==> config.mk <==
export PLATFORM = sky130hd
export DESIGN_NAME = ras_ckpt
export DESIGN_NICKNAME = d
export VERILOG_FILES = /design/src/rtl/ras_ckpt.sv
export SDC_FILE = /design/constraint.sdc
export NUM_CORES = 1
export LEC_CHECK = 0
export BUFFER_PORTS_ARGS = -buffer_cell sky130_fd_sc_hd__buf_2
export CELL_PAD_IN_SITES_DETAIL_PLACEMENT = 0
export CELL_PAD_IN_SITES_GLOBAL_PLACEMENT = 2
export CORE_ASPECT_RATIO = 1.1
export CORE_UTILIZATION = 47
export CTS_BUF_LIST = sky130_fd_sc_hd__clkbuf_8 sky130_fd_sc_hd__clkbuf_16
export DETAILED_ROUTE_END_ITERATION = 6
export PLACE_DENSITY_LB_ADDON = 0.08
export SLEW_MARGIN = 20
export SYNTH_ARGS = -nofsm -noshare
export SYNTH_HDL_FRONTEND = slang
export SYNTH_SLANG_ARGS = --single-unit
==> constraint.sdc <==
create_clock -name clk -period 6.6 [get_ports clk]
set_input_delay 0 -clock clk [delete_from_list [all_inputs] [get_ports clk]]
set_output_delay 0 -clock clk [all_outputs]
set_load 0.03 [all_outputs]
==> src/rtl/ras_ckpt.sv <==
// rtl/ras_ckpt.sv - return address stack with checkpoint/restore for misprediction recovery
//
// Purpose:
//   Circular return address stack with a wrapping tos pointer and a valid-entry
//   count. Each checkpoint slot holds {tos, count, entry at tos}. Restoring a slot
//   brings back tos and count and repairs the one entry that speculative
//   push+pop could have overwritten.
//
// Configuration:
//   RAS_OVERFLOW_WRAP_EN - when defined, a push on a full stack overwrites the
//                          oldest entry. When undefined, that push is dropped.
//                          Both cases pulse overflow_o.
//
// Ports:
//   clk, rst             - clock (rising edge), synchronous active-high reset
//   push_i, push_pc_i    - call: push a return address
//   pop_i                - return: pop the top entry
//   flush_i              - empty the stack
//   ckpt_save_i, ckpt_id_i     - save the post-update state into a slot
//   restore_i, restore_id_i    - restore state from a slot
//   top_pc_o, valid_o, count_o - registered-state view of the stack
//   overflow_o, underflow_o    - one-cycle pulses, the cycle after the event

module ras_ckpt #(
    parameter int PC_BITS   = 32,
    parameter int RAS_DEPTH = 8,
    parameter int CKPT_NUM  = 8,
    localparam int CW       = $clog2(CKPT_NUM),
    localparam int TW       = $clog2(RAS_DEPTH),
    localparam int CNTW     = $clog2(RAS_DEPTH) + 1
) (
    input  logic               clk,
    input  logic               rst,
    input  logic               push_i,
    input  logic [PC_BITS-1:0] push_pc_i,
    input  logic               pop_i,
    input  logic               flush_i,
    input  logic               ckpt_save_i,
    input  logic [CW-1:0]      ckpt_id_i,
    input  logic               restore_i,
    input  logic [CW-1:0]      restore_id_i,
    output logic [PC_BITS-1:0] top_pc_o,
    output logic               valid_o,
    output logic [CNTW-1:0]    count_o,
    output logic               overflow_o,
    output logic               underflow_o
);

    logic [PC_BITS-1:0] r_stack [RAS_DEPTH];
    logic [TW-1:0]      r_tos;
    logic [CNTW-1:0]    r_count;
    logic               r_overflow;
    logic               r_underflow;

    logic [TW-1:0]      r_ck_tos [CKPT_NUM];
    logic [CNTW-1:0]    r_ck_cnt [CKPT_NUM];
    logic [PC_BITS-1:0] r_ck_pc  [CKPT_NUM];

    logic [TW-1:0]      w_tos_nxt;
    logic [CNTW-1:0]    w_cnt_nxt;
    logic               w_wr_en;
    logic [TW-1:0]      w_wr_idx;
    logic [PC_BITS-1:0] w_wr_data;
    logic               w_ovf;
    logic               w_unf;
    logic               w_full;
    logic               w_empty;
    logic [TW-1:0]      w_tos_inc;
    logic [TW-1:0]      w_tos_dec;
    logic [PC_BITS-1:0] w_top_nxt;

    assign w_full    = (r_count == CNTW'(RAS_DEPTH));
    assign w_empty   = (r_count == '0);
    assign w_tos_inc = r_tos + TW'(1);
    assign w_tos_dec = r_tos - TW'(1);

    always_comb begin
        w_tos_nxt = r_tos;
        w_cnt_nxt = r_count;
        w_wr_en   = 1'b0;
        w_wr_idx  = r_tos;
        w_wr_data = push_pc_i;
        w_ovf     = 1'b0;
        w_unf     = 1'b0;
        if (flush_i) begin
            w_tos_nxt = '0;
            w_cnt_nxt = '0;
        end else if (restore_i) begin
            // Rewrite the saved top entry: speculative push+pop may have clobbered it.
            w_tos_nxt = r_ck_tos[restore_id_i];
            w_cnt_nxt = r_ck_cnt[restore_id_i];
            w_wr_en   = 1'b1;
            w_wr_idx  = r_ck_tos[restore_id_i];
            w_wr_data = r_ck_pc[restore_id_i];
        end else if (push_i && pop_i) begin
            if (w_empty) begin
                w_tos_nxt = w_tos_inc;
                w_cnt_nxt = CNTW'(1);
                w_wr_en   = 1'b1;
                w_wr_idx  = w_tos_inc;
            end else begin
                w_wr_en   = 1'b1;
                w_wr_idx  = r_tos;
            end
        end else if (push_i) begin
            if (!w_full) begin
                w_tos_nxt = w_tos_inc;
                w_cnt_nxt = r_count + CNTW'(1);
                w_wr_en   = 1'b1;
                w_wr_idx  = w_tos_inc;
            end else begin
                w_ovf = 1'b1;
`ifdef RAS_OVERFLOW_WRAP_EN
                // The slot after tos holds the oldest entry once full.
                w_tos_nxt = w_tos_inc;
                w_wr_en   = 1'b1;
                w_wr_idx  = w_tos_inc;
`else
`endif
            end
        end else if (pop_i) begin
            if (!w_empty) begin
                w_tos_nxt = w_tos_dec;
                w_cnt_nxt = r_count - CNTW'(1);
            end else begin
                w_unf = 1'b1;
            end
        end
    end

    // Top entry as it will look after this edge, for checkpoint capture.
    assign w_top_nxt = (w_wr_en && (w_wr_idx == w_tos_nxt)) ? w_wr_data : r_stack[w_tos_nxt];

    always_ff @(posedge clk) begin
        if (rst) begin
            r_tos       <= '0;
            r_count     <= '0;
            r_overflow  <= 1'b0;
            r_underflow <= 1'b0;
            for (int i = 0; i < CKPT_NUM; i++) begin
                r_ck_tos[i] <= '0;
                r_ck_cnt[i] <= '0;
                r_ck_pc[i]  <= '0;
            end
        end else begin
            r_tos       <= w_tos_nxt;
            r_count     <= w_cnt_nxt;
            r_overflow  <= w_ovf;
            r_underflow <= w_unf;
            if (ckpt_save_i) begin
                r_ck_tos[ckpt_id_i] <= w_tos_nxt;
                r_ck_cnt[ckpt_id_i] <= w_cnt_nxt;
                r_ck_pc[ckpt_id_i]  <= w_top_nxt;
            end
        end
    end

    // Entry array is not cleared by reset; count gates visibility.
    always_ff @(posedge clk) begin
        if (!rst && w_wr_en) begin
            r_stack[w_wr_idx] <= w_wr_data;
        end
    end

    assign valid_o     = !w_empty;
    assign count_o     = r_count;
    assign top_pc_o    = w_empty ? '0 : r_stack[r_tos];
    assign overflow_o  = r_overflow;
    assign underflow_o = r_underflow;

endmodule

==> results of run 1 <==
==> worst max-delay path, stage by stage (launching register included) <==
cell	delay (ns)
dfxtp_1	0.36
inv_1	0.14
ha_1	0.32
nor3b_4	0.22
buf_4	0.55
nor3_1	0.17
a2111oi_4	0.39
o21a_4	0.68
buf_4	0.56
mux2_2	0.42
o221ai_4	0.37
nor3_1	0.13
==> worst max-delay path by stage <==
| stage | from | endpoint | slack (ns) | cells after the start |
|---|---|---|---|---|
| after global placement | count_o[0] | r_ck_pc[7][0] | 2.00 | 11 |
| after detailed placement | count_o[0] | r_ck_pc[7][5] | 1.98 | 11 |
| after CTS | count_o[0] | r_ck_pc[7][5] | 1.97 | 11 |
| after floorplan | r_tos[1] | r_stack[2][0] | 1.49 | 11 |
| final | count_o[0] | r_ck_pc[7][5] | 1.94 | 11 |
| after global routing | count_o[0] | r_ck_pc[2][6] | 1.75 | 11 |
==> through the flow <==
step	cells	cell area [sq um]
finish	2699	31600
global route	2699	31600
CTS	2699	31600
detailed placement	2571	29600
global placement	2571	29600
floorplan	1817	28400
==> cells in the final DEF, fill, tap and decap left out, types with 11 or more instances in the layout <==
| master | Yosys | layout |
|---|---|---|
| o21ai_2 | 31 | 31 |
| nand2b_1 | 42 | 34 |
| mux2_4 | 53 | 53 |
| buf_4 | 6 | 48 |
| clkinv_1 | 1 | 18 |
| clkinv_2 | 0 | 11 |
| nor3_1 | 167 | 163 |
| o21ai_0 | 35 | 24 |
| mux2_2 | 43 | 43 |
| edfxtp_1 | 568 | 568 |
| mux4_2 | 141 | 141 |
| inv_1 | 42 | 57 |
| buf_2 | 19 | 81 |
| mux2i_1 | 42 | 42 |
| dlygate4sd3_1 | 0 | 14 |
| a21oi_1 | 44 | 43 |
| clkbuf_16 | 0 | 62 |
| o21ai_1 | 2 | 13 |
| nand2_1 | 117 | 108 |
| nor2_1 | 82 | 77 |
| o221ai_4 | 32 | 32 |
| nor3_2 | 96 | 100 |
| o211ai_1 | 35 | 35 |
| o2111ai_1 | 32 | 32 |
==> kinds of logic (layout without fill, tap and decap cells) <==
family	after synthesis	count (layout)	synth area share [%]
compound gates	236	236	8.17
xor+xnor	1	1	0.0308
fa+ha+maj	5	5	0.220
buf+inv	189	303	3.20
flops	577	577	60.6
mux	280	280	17.2
simple gates	529	529	10.5
==> synth_stat cells (3+ instances only) <==
cell | n | share of area [%]
nor3_2 | 96 | 3.4
and3b_1 | 3 | 0.092
o211ai_1 | 35 | 0.92
o221ai_4 | 32 | 3.0
o21ai_0 | 35 | 0.62
mux4_2 | 141 | 11
nand4_1 | 3 | 0.066
buf_12 | 6 | 0.42
mux2_4 | 53 | 2.8
buf_4 | 6 | 0.16
mux2_2 | 43 | 1.7
buf_1 | 22 | 0.29
inv_1 | 42 | 0.55
buf_6 | 5 | 0.20
nand3b_1 | 3 | 0.079
mux2i_1 | 42 | 1.5
ha_1 | 5 | 0.22
nor3_1 | 167 | 2.9
buf_2 | 19 | 0.33
a21oi_1 | 44 | 0.77
o2111ai_1 | 32 | 0.99
o21ai_2 | 31 | 0.96
edfxtp_1 | 568 | 60
dfxtp_1 | 9 | 0.63
a211oi_1 | 3 | 0.079
nand2b_1 | 42 | 0.92
nor2_1 | 82 | 1.1
nand2_1 | 117 | 1.5
clkbuf_1 | 84 | 1.1
==> flip-flops by register name (all words and copies together) (netlist names) <==
signal,cells
r_stack,256
underflow_o,1
count_o,4
r_tos,3
overflow_o,1
r_ck_pc,256
r_ck_cnt,32
r_ck_tos,24
==> power by group through the flow <==
| stage | combinational (uW) | sequential (uW) | clock [uW] |
|---|---|---|---|
| floorplan | 763 | 4270 | 0 |
| global placement | 1120 | 4280 | 0 |
| detailed placement | 1120 | 4290 | 0 |
| CTS | 1130 | 4210 | 3310 |
| global route | 1200 | 4220 | 3420 |
| finish | 1140 | 4210 | 3250 |
==> routing by layer <==
layer  wire length [um]  vias to the layer above  track usage (%)
li1                   -                     7375                -
met1              38000                     9072             40.9
met2              39800                      642             44.4
met3               5450                      113             3.52
met4               1600                        0             6.40
met5                  0                        -                0
==> final cells by class <==
| cell class | instances | area, sq um |
|---|---|---|
| Clock buffer | 62 | 1550 |
| Timing Repair Buffer | 145 | 946 |
| Multi-Input combinational cell | 1051 | 10500 |
| Clock inverter | 52 | 322 |
| Fill cell | 4973 | 28100 |
| Tap cell | 768 | 961 |
| Sequential cell | 577 | 17200 |
| Inverter | 44 | 165 |
==> flow_summary.ini, run 1 <==
[sta]
holdWs_ns = 0.0202
finalHoldViolCount = 0
fin_ws_ns = 1.94
finalSetupViolations = 0
relSlewSlack_pct = 23.7
fin_setup_tns_ns = 0
finalCritPeriodShare_pct = 70.5
maxSlewViolCount = 0
max_freq_ghz = 0.215
clock_skew_ns = 0.0195
grt_setup_unrepaired = no
worst_pin_slew_ns = 1.15
min_period_ns = 4.66

[final_layout]
diodes = 0
drive_above_1_share_pct = 33.6
syn_to_final_growth_pct = 11.4
nets = 1929
final_core_util_pct = 53.0

[placement]
pre_cts_ws_ns = 1.98
port_buffers = 83
gp_congestion = 0.829
dpl.hpwl_um = 49300

[clocking]
clock_sinks = 577
cts_setup_buffers = 0
clkLatencyLatePin_ns = 0.63
cts_inserted_buffers = 60
clk_pin_slew_ns = 0.06
cts-hold-fix-buffers = 14
cts.repair.resized = 0
cts_root_buffer = clkbuf_16
htreeDepth = 2
cts_buffer_depth = 3
tritoncts = done

[setup_path]
crit_fanout = 45
path_class = reg2reg
crit_path_end_kind = register
cp.required_ns = 6.94
r2r.worst_path.cells = 11
r2r_slack_ns = 1.94
critPathLaunchType = register
arrival_ns = 5.00
timing.rr.start = count_o[0]
reg2reg_to = r_ck_pc[7][5]

[logic_synthesis]
ys_seq_elements = 577
yosysSeqAreaShare_pct = 60.6
ys_types = 65
syn_nets = 1867
synthArstFlopShare_pct = 0
yosysWarnings = 0
syn_avg_cell_area_sq_um = 15.6
ys.flop_type = edfxtp_1
synth_enable_flop_cells = 568
syn-cell-area_sq_um = 28400
synthesis.instances = 1817

[global_routing]
antenna_found_initial = 1
grt.total_usage_pct = 27.9
grt_pass1_vias = 17734
gr-total-overflow = 0
grt_max_degree = 67
grt_pass1_wl_um = 122000

[min_path]
min_path_type = in2reg
hold_path.startpoint = push_pc_i[0]
whs_endpoint = r_stack[0][0]
worstHoldPathCells = 3

[power]
p_comb_share_pct = 13.2
ir_drop_mv = 0.195
p_sw_uw = 2260
pwr-share-clk_pct = 37.8
power_leakage_uw = 0.0106
powerDensity_nw_per_um2 = 272
sw_frac_of_total_pct = 26.3
p_int_uw = 6330
finalPower_uw = 8600
seqPwrFrac_pct = 49.0

[floorplan]
die_area_sq_um = 61500
io_pins = 84
die_w_um = 236
die_h_um = 260
start_util_pct = 47.6
coreArea_sq_um = 59700
rows = 94

[status]
status = complete, no violations

[detailed_routing]
final_antenna_net_count = 0
drtPass1Iterations = 6
vias = 17202
drt_iter0_drc = 1814
avgRoutedWirePerCell_um = 31.4
drc_errors = 0
routed_via_density = 6.37
wirelength_um = 84800

[job]
maxCapViolCount = 0
Note: power is estimated with default switching activity, not from simulation.
==> inputs of run 2 (changes only) <==
--- a/config.mk
+++ b/config.mk
@@ -9,7 +9,7 @@
 export CELL_PAD_IN_SITES_DETAIL_PLACEMENT = 0
 export CELL_PAD_IN_SITES_GLOBAL_PLACEMENT = 2
 export CORE_ASPECT_RATIO = 1.1
-export CORE_UTILIZATION = 47
+export CORE_UTILIZATION = 42
 export CTS_BUF_LIST = sky130_fd_sc_hd__clkbuf_8 sky130_fd_sc_hd__clkbuf_16
 export DETAILED_ROUTE_END_ITERATION = 6
 export PLACE_DENSITY_LB_ADDON = 0.08
==> constraint.sdc (replaced) <==
create_clock -name clk -period 3.8 [get_ports clk]
set_input_delay 0 -clock clk [delete_from_list [all_inputs] [get_ports clk]]
set_output_delay 0 -clock clk [all_outputs]
set_load 0.03 [all_outputs]
==> run 2 against run 1 <==
  * Clock power is 79% higher
  * Die area rose by 12%
  * Largest cell class unchanged
  * Global-route usage down 0.86 points
  * Combinational power rose by 90%
  * Clock-buffer cell count is 1 higher
==> flow_summary.ini, run 2 (synthesis results as in run 1) <==
[detailed_routing]
drc_errors = 0
drtPass1Iterations = 5
drt_iter0_drc = 1899
vias = 17724
avgRoutedWirePerCell_um = 32.3
wirelength_um = 92200
routed_via_density = 6.21
final_antenna_net_count = 0

[sta]
grt_setup_unrepaired = yes
clock_skew_ns = 0.0303
fin_ws_ns = 0.185
finalCritPeriodShare_pct = 95.1
finalSetupViolations = 0
relSlewSlack_pct = 25.3
fin_setup_tns_ns = 0
min_period_ns = 3.61
maxSlewViolCount = 0
finalHoldViolCount = 0
worst_pin_slew_ns = 1.11
max_freq_ghz = 0.277

[final_layout]
nFillCells = 5748
nets = 1995
syn_to_final_growth_pct = 14.7
drive_above_1_share_pct = 35.4
mostFrequentLayoutCells = 568 x edfxtp_1, 163 x nor3_1, 141 x mux4_2
final_common_cell = edfxtp_1
reg_top3 = r_ck_pc x256, r_stack x256, r_ck_cnt x32
final_cells = 2855

[setup_path]
critPathLaunchType = register
path_class = reg2reg
max_stage_delay_ns = 0.42
crit_fanout = 24
crit_chain = inv_1 > ha_1 > nor3b_4 > inv_2 > a31oi_1 > a2111oi_4 > o21a_4 > buf_4 > mux2_2 > o221ai_4 > buf_4 > nor3_2
crit_path_start = count_o[0]
path_common_cell = buf_4
crit_path_end_kind = register
slowest_stage = dfxtp_1
timing.rr.start = count_o[0]
cp.required_ns = 4.15
arrival_ns = 3.96

[clocking]
cts_root_buffer = clkbuf_16
clk_pin_slew_ns = 0.06
htreeDepth = 2
clkLatencyLatePin_ns = 0.66
clock_sinks = 577
cts_inserted_buffers = 61
tritoncts = done
cts_buffer_depth = 3

[global_routing]
gr-total-overflow = 0
grt_max_degree = 67
antenna_found_initial = 3
grt.total_usage_pct = 27.0
grt_pass1_vias = 18251
grt_pass1_wl_um = 131000

[floorplan]
die_w_um = 250
start_util_pct = 42.6
rows = 99
coreArea_sq_um = 66600
die_area_sq_um = 68700
io_pins = 84
die_h_um = 275

[job]
maxCapViolCount = 0

[power]
power_leakage_uw = 0.0110
ir_drop_mv = 0.348
powerDensity_nw_per_um2 = 469

[status]
status = complete, no violations

[placement]
gp_congestion = 0.807
dpl.hpwl_um = 54600
pre_cts_ws_ns = 0.174
dpl.cell_count = 2721
port_buffers = 83

[min_path]
min_path_type = in2reg
hold_path.startpoint = push_pc_i[14]
-- run 2: power by group --
part           leakage [uW]  switching (uW)  internal (uW)
Sequential          0.00565            63.2           7230
Combinational       0.00430            1440            727
Clock               0.00101            2530           3300
-- run 2: timing repair --
action                                  4_1_cts  5_1_grt
endpoints found under the setup margin        0       11
gates resized for setup                       0        3
buffers inserted                              0        2
hold endpoints to repair                    121        0
hold buffers                                 17        0
-- run 2: final cells by class --
| type | instances | area (sq um) | share of cell area [%] |
|---|---|---|---|
| Antenna cell | 1 | 2.50 | 0.00767 |
| Clock buffer | 63 | 1580 | 4.84 |
| Timing Repair Buffer | 210 | 1750 | 5.36 |
| Inverter | 44 | 165 | 0.507 |
| Tap cell | 858 | 1070 | 3.29 |
| Clock inverter | 51 | 342 | 1.05 |
| Multi-Input combinational cell | 1051 | 10500 | 32.1 |
| Sequential cell | 577 | 17200 | 52.9 |
-- run 2: final timing paths --
path	end	slack, ns	cells after the start
hold / removal	r_stack[1][14]	0.03	3
setup reg to reg	r_ck_pc[3][0]	0.19	12
hold reg to reg	r_ck_pc[7][15]	0.86	3
setup / recovery	r_ck_pc[3][0]	0.19	12
-- run 2: metal layers --
metal	wire [um]	GRT usage [%]	vias up
li1	-	-	7504
met1	39900	37.7	9285
met2	42300	42.5	782
met3	7510	5.56	149
met4	2470	8.36	4
met5	15	0	-
-- run 2: worst max-delay path: cells and delay by family, from the launching register on --
kind / cells / cell delay [ns]
compound gates: 4 / 0.98
simple gates: 2 / 0.29
flops: 1 / 0.42
mux: 1 / 0.41
fa+ha+maj: 1 / 0.31
buf+inv: 4 / 0.89
-- run 2: stage by stage --
stage / hold slack, ns / utilization, % / area (sq um) / total power [uW]
floorplan: 0.158 / - / 28500 / 8740
global placement: 0.445 / 45.7 / 30500 / 9540
detailed placement: 0.448 / 45.7 / 30500 / 9560
CTS: 0.00684 / 48.8 / 32500 / 15300
global route: 0.0309 / 48.9 / 32600 / 15700
finish: 0.0264 / 48.9 / 32600 / 15300
